[src/rtl/ws_column_sequencer.sv]
// ws_column_sequencer: loads ROWS weights into a weight-stationary PE column,
// streams skewed activation vectors through it and returns the column sums.
module ws_column_sequencer #(
   parameter int WORD_WIDTH = 8,
   parameter int ROWS       = 4,
   parameter int PSUM_WIDTH = WORD_WIDTH*4
) (
   input  logic                       clk,
   input  logic                       reset_n,
   input  logic                       start,
   input  logic [15:0]                num_vecs,
   output logic                       busy,
   output logic                       done,
   input  logic                       w_valid,
   output logic                       w_ready,
   input  logic [WORD_WIDTH-1:0]      w_data,
   input  logic                       act_valid,
   output logic                       act_ready,
   input  logic [WORD_WIDTH*ROWS-1:0] act_data,
   output logic [1:0]                 pe_control,
   output logic [WORD_WIDTH*ROWS-1:0] pe_a,
   output logic [PSUM_WIDTH-1:0]      pe_d,
   input  logic [PSUM_WIDTH-1:0]      pe_d_ret,
   output logic                       res_valid,
   output logic [PSUM_WIDTH-1:0]      res_data
);

   localparam int CW = $clog2(ROWS+1);
   localparam logic [CW-1:0] W_LAST = CW'(ROWS-1);

   typedef enum logic [2:0] {IDLE, LOAD, FEED, DRAIN, DONE} state_t;

   state_t                state_q, state_d;
   logic [15:0]           num_q, num_d;
   logic [15:0]           vcnt_q, vcnt_d;
   logic [CW-1:0]         wcnt_q, wcnt_d;
   logic [ROWS:0]         tag_q, tag_d;
   logic                  busy_q, busy_d;
   logic                  done_q, done_d;
   logic                  w_ready_q, w_ready_d;
   logic                  act_ready_q, act_ready_d;
   logic [1:0]            ctrl_q, ctrl_d;
   logic [PSUM_WIDTH-1:0] pe_d_q, pe_d_d;
   logic                  res_valid_q, res_valid_d;
   logic [PSUM_WIDTH-1:0] res_data_q, res_data_d;
   logic                  w_acc, a_acc;

   assign w_acc = w_valid & w_ready_q;
   assign a_acc = act_valid & act_ready_q;

   always_comb begin
      state_d     = state_q;
      num_d       = num_q;
      vcnt_d      = vcnt_q;
      wcnt_d      = wcnt_q;
      busy_d      = busy_q;
      done_d      = 1'b0;
      w_ready_d   = 1'b0;
      act_ready_d = 1'b0;
      ctrl_d      = 2'b00;
      pe_d_d      = pe_d_q;
      // tag marks a real vector travelling alongside the psum wavefront
      tag_d       = {tag_q[ROWS-1:0], a_acc};
      res_valid_d = tag_q[ROWS];
      res_data_d  = tag_q[ROWS] ? pe_d_ret : res_data_q;
      unique case (state_q)
         IDLE: begin
            if (start) begin
               state_d   = LOAD;
               num_d     = num_vecs;
               vcnt_d    = '0;
               wcnt_d    = '0;
               busy_d    = 1'b1;
               w_ready_d = 1'b1;
            end
         end
         LOAD: begin
            w_ready_d = 1'b1;
            if (w_acc) begin
               ctrl_d = 2'b01;
               pe_d_d = {{(PSUM_WIDTH-WORD_WIDTH){1'b0}}, w_data};
               wcnt_d = wcnt_q + 1'b1;
               if (wcnt_q == W_LAST) begin
                  w_ready_d = 1'b0;
                  if (num_q == '0) begin
                     state_d = DONE;
                     done_d  = 1'b1;
                     busy_d  = 1'b0;
                  end else begin
                     state_d     = FEED;
                     act_ready_d = 1'b1;
                  end
               end
            end
         end
         FEED: begin
            ctrl_d      = 2'b10;
            pe_d_d      = '0;
            act_ready_d = 1'b1;
            if (a_acc) begin
               vcnt_d = vcnt_q + 16'd1;
               if (vcnt_d == num_q) begin
                  act_ready_d = 1'b0;
                  state_d     = DRAIN;
               end
            end
         end
         DRAIN: begin
            ctrl_d = 2'b10;
            pe_d_d = '0;
            if (tag_q == '0) begin
               ctrl_d  = 2'b00;
               state_d = DONE;
               done_d  = 1'b1;
               busy_d  = 1'b0;
            end
         end
         DONE: begin
            state_d = IDLE;
         end
         default: begin
            state_d = IDLE;
         end
      endcase
   end

   always_ff @(posedge clk or negedge reset_n) begin
      if (!reset_n) begin
         state_q     <= IDLE;
         num_q       <= '0;
         vcnt_q      <= '0;
         wcnt_q      <= '0;
         tag_q       <= '0;
         busy_q      <= 1'b0;
         done_q      <= 1'b0;
         w_ready_q   <= 1'b0;
         act_ready_q <= 1'b0;
         ctrl_q      <= 2'b00;
         pe_d_q      <= '0;
         res_valid_q <= 1'b0;
         res_data_q  <= '0;
      end else begin
         state_q     <= state_d;
         num_q       <= num_d;
         vcnt_q      <= vcnt_d;
         wcnt_q      <= wcnt_d;
         tag_q       <= tag_d;
         busy_q      <= busy_d;
         done_q      <= done_d;
         w_ready_q   <= w_ready_d;
         act_ready_q <= act_ready_d;
         ctrl_q      <= ctrl_d;
         pe_d_q      <= pe_d_d;
         res_valid_q <= res_valid_d;
         res_data_q  <= res_data_d;
      end
   end

   // lane r is delayed r extra cycles so each row sees its input on time
   for (genvar r = 0; r < ROWS; r++) begin : g_lane
      logic [WORD_WIDTH*(r+1)-1:0] dl_q;
      logic [WORD_WIDTH-1:0]       in_w;
      assign in_w = a_acc ? act_data[r*WORD_WIDTH +: WORD_WIDTH] : '0;
      if (r == 0) begin : g_first
         always_ff @(posedge clk or negedge reset_n) begin
            if (!reset_n) dl_q <= '0;
            else          dl_q <= in_w;
         end
      end else begin : g_rest
         always_ff @(posedge clk or negedge reset_n) begin
            if (!reset_n) dl_q <= '0;
            else          dl_q <= {dl_q[WORD_WIDTH*r-1:0], in_w};
         end
      end
      assign pe_a[r*WORD_WIDTH +: WORD_WIDTH] =
         dl_q[WORD_WIDTH*(r+1)-1 -: WORD_WIDTH];
   end

   assign busy       = busy_q;
   assign done       = done_q;
   assign w_ready    = w_ready_q;
   assign act_ready  = act_ready_q;
   assign pe_control = ctrl_q;
   assign pe_d       = pe_d_q;
   assign res_valid  = res_valid_q;
   assign res_data   = res_data_q;

endmodule

[config.mk]
export PLATFORM = sky130hd
export DESIGN_NAME = ws_column_sequencer
export DESIGN_NICKNAME = d
export VERILOG_FILES = /design/src/rtl/ws_column_sequencer.sv
export SDC_FILE = /design/constraint.sdc
export NUM_CORES = 1
export LEC_CHECK = 0
export BUFFER_PORTS_ARGS = -buffer_cell sky130_fd_sc_hd__clkbuf_2
export CAP_MARGIN = 20
export CORE_MARGIN = 5
export CORE_UTILIZATION = 51
export CTS_CLUSTER_SIZE = 10
export DETAILED_ROUTE_END_ITERATION = 16
export PLACE_DENSITY = 0.79
export SYNTH_ARGS = -nofsm -noshare
export SYNTH_HDL_FRONTEND = slang
export SYNTH_SLANG_ARGS = --single-unit
[constraint.sdc]
create_clock -name clk -period 2.45 [get_ports clk]
set_input_delay 0 -clock clk [delete_from_list [all_inputs] [get_ports clk]]
set_output_delay 0 -clock clk [all_outputs]
set_load 0.005 [all_outputs]
==> out/qor.yml <==
synth_most_common_cell: "dfrtp_1"
fmax_mhz: 454
fin_crit_ns: 2.20
rsz0062_at_grt: "no"
clock_latency_ns: 0.42
switchingPower_uw: 2430
tns_ns: 0
syn_to_final_growth_pct: 34.7
numCtsBuffers: 17
setup_viol: 0
cp-start-kind: "flip-flop"
synth_edf_count: 0
finalHoldViolCount: 0
clock-sinks: 170
drt_iter0_markers: 353
syn_avg_cell_area_um2: 12.8
swShare_pct: 28.7
synth_async_sr_flop_share_pct: 100
holdWs_ns: 0.0192
skew_ns: 0.0116
grt.busiest_layer: "met2"
layout.nets: 861
grt_max_degree: 63
worstPathArrival_ns: 2.49
hpwl_mm: 10.1
die_y_um: 124
synth_cell_types: 44
peakVddDrop_uv: 492
ctsRootBufferMaster: "clkbuf_16"
design.core.area_um2: 12700
syn_inst: 522
first_pass_iters: 4
ys_seq_elements: 170
viasPerCell: 5.07
h-tree-depth: 4
synthFlopType: "dfrtp_1"
yosys-top-cells-count: "dfrtp_1, buf_4, mux2_2, nand2_1, and3_1"
drive_gt1_share_pct: 35.5
worst-path-max-fanout: 6
yosysTopAreaCellShare_pct: 63.7
seq_power_share_pct: 45.6
power_frac_comb_pct: 23.0
wl_mm: 16.8
p_total_uw: 8480
antenna_found_initial: 0
clkPwrFrac_pct: 31.4
postRouteAntennaNets: 0
portBuffers: 171
powerDensity_nw_per_um2: 943
grtUsageMet1_pct: 26.3
worst_pin_slew_ns: 0.607
start_util_pct: 52.5
rows: 41
leakage_uw: 0.00462
gp_congestion: 0.900
hold_class: "in2reg"
grt_overflow: 0
track_usage_pct: 22.2
drv_cap: 0
die_w_um: 124
ys_seq_area_share_pct: 63.7
worstSetupPathType: "reg2reg"
end_kind: "flip-flop"
synth.area.top_cells: "dfrtp_1, mux2_2, buf_4"
insertedDiodeCount: 0
required_ns: 2.73
grt_util_met3_pct: 7.08
drv_slew: 0
vias: 4812
wl_per_cell_um: 17.7
cts_tree: "yes"
synth.largest_area_cell: "dfrtp_1"
syn-cell-area_um2: 6680
grt_pass1_wl_mm: 27.1
fin_crit_sh_pct: 90.0
io-pin-count: 196
relSlewSlack_pct: 59.5
synth-warning-count: 0
use_met2_pct: 38.4
cts_buffer_depth: 2
clkSlewWorstSetupHoldPaths_ns: 0.06
status: "finished clean"
floorplan.die_area_um2: 15500
grt_pass1_vias: 5061
p_int_uw: 6050
drc_errors: 0
registers in the layout, indices dropped and copies added (netlist names):
signal       flops
vcnt_q          16
pe_d             8
done             1
w_ready          1
g_lane.dl_q     80
state_q          3
busy             1
res_valid        1
res_data        32
wcnt_q           3
act_ready        1
tag_q            5
num_q           16
pe_control       2
per-stage QoR:
step	instance area, um2	std cells	utilization, %	worst slack (ns)
after floorplan	6760	545	-	0.313
after global placement	7490	828	58.9	0.208
after detailed placement	7490	828	58.9	0.0863
after CTS	8980	950	70.6	0.0650
after global routing	9000	950	70.7	0.100
final	9000	950	70.7	0.245
layout by cell type (no fill, tap or decap), types with 12 or more instances in the layout:
master,netlist,layout
dfrtp_1,170,170
clkbuf_2,0,170
dlygate4sd3_1,0,90
mux2_2,49,49
nand2_1,38,38
and3_1,36,36
o21ai_0,33,33
conb_1,1,24
nor2_1,21,21
clkbuf_16,0,17
xnor2_1,14,14
buf_4,50,12
per-layer routing:
metal,part of all wire [%],vias up
li1,-,2207
met1,40,2399
met2,52,174
met3,5.6,32
met4,2.4,0
met5,0,-
layout make-up:
type,instances,area (um2)
fill,865,3720
sequential,170,4250
multi-input combinational,298,2050
clock inverter,12,138
clock buffer,20,457
timing repair buffer,274,1870
inverter,4,15.0
tap,172,215
worst max-delay path: stages, from the launching register on:
cell       delay, ns
dfrtp_1         0.44
ha_2            0.28
nand2_1         0.08
or3_1           0.37
a2111oi_2       0.39
nand4_1         0.15
nor4_2          0.23
o31ai_1         0.11
power by group through the flow:
stage               Sequential (uW)  Combinational [uW]  Clock [uW]
floorplan                      3800                1130           0
global placement               3860                1760           0
detailed placement             3880                1810           0
CTS                            3840                1930        2710
global route                   3940                2150        2850
finish                         3870                1950        2660
cells by family (layout without fill, tap and decap cells):
logic type	Yosys count	after routing	share of synthesized area, %
fa+ha+maj	3	3	0.562
xor+xnor	26	26	3.73
other cells	1	24	0.0562
flops	170	170	63.7
buf+inv	77	310	7.18
mux	49	49	8.26
compound gates	58	58	5.34
simple gates	138	138	11.2
path summary, 6_finish.rpt:
check                             startpoint                  to  slack (ns)  cells after the start
setup / recovery                   vcnt_q[0]           act_ready        0.25                      7
min in group asynchronous            reset_n   g_lane[0].dl_q[7]        0.11                      2
setup reg to reg                   vcnt_q[0]           act_ready        0.25                      7
max in group asynchronous            reset_n           vcnt_q[5]        1.56                      3
hold / removal                         start          state_q[0]        0.02                      4
hold reg to reg            g_lane[2].dl_q[9]  g_lane[2].dl_q[17]        0.34                      0
timing repair:
action | CTS | global route
buffers inserted | 0 | 0
hold buffers | 90 | 0
gates resized for setup | 0 | 4
setup endpoints to repair | 0 | 2
hold endpoints to repair | 148 | 0
No activity file was read; power rests on OpenSTA's default activity.
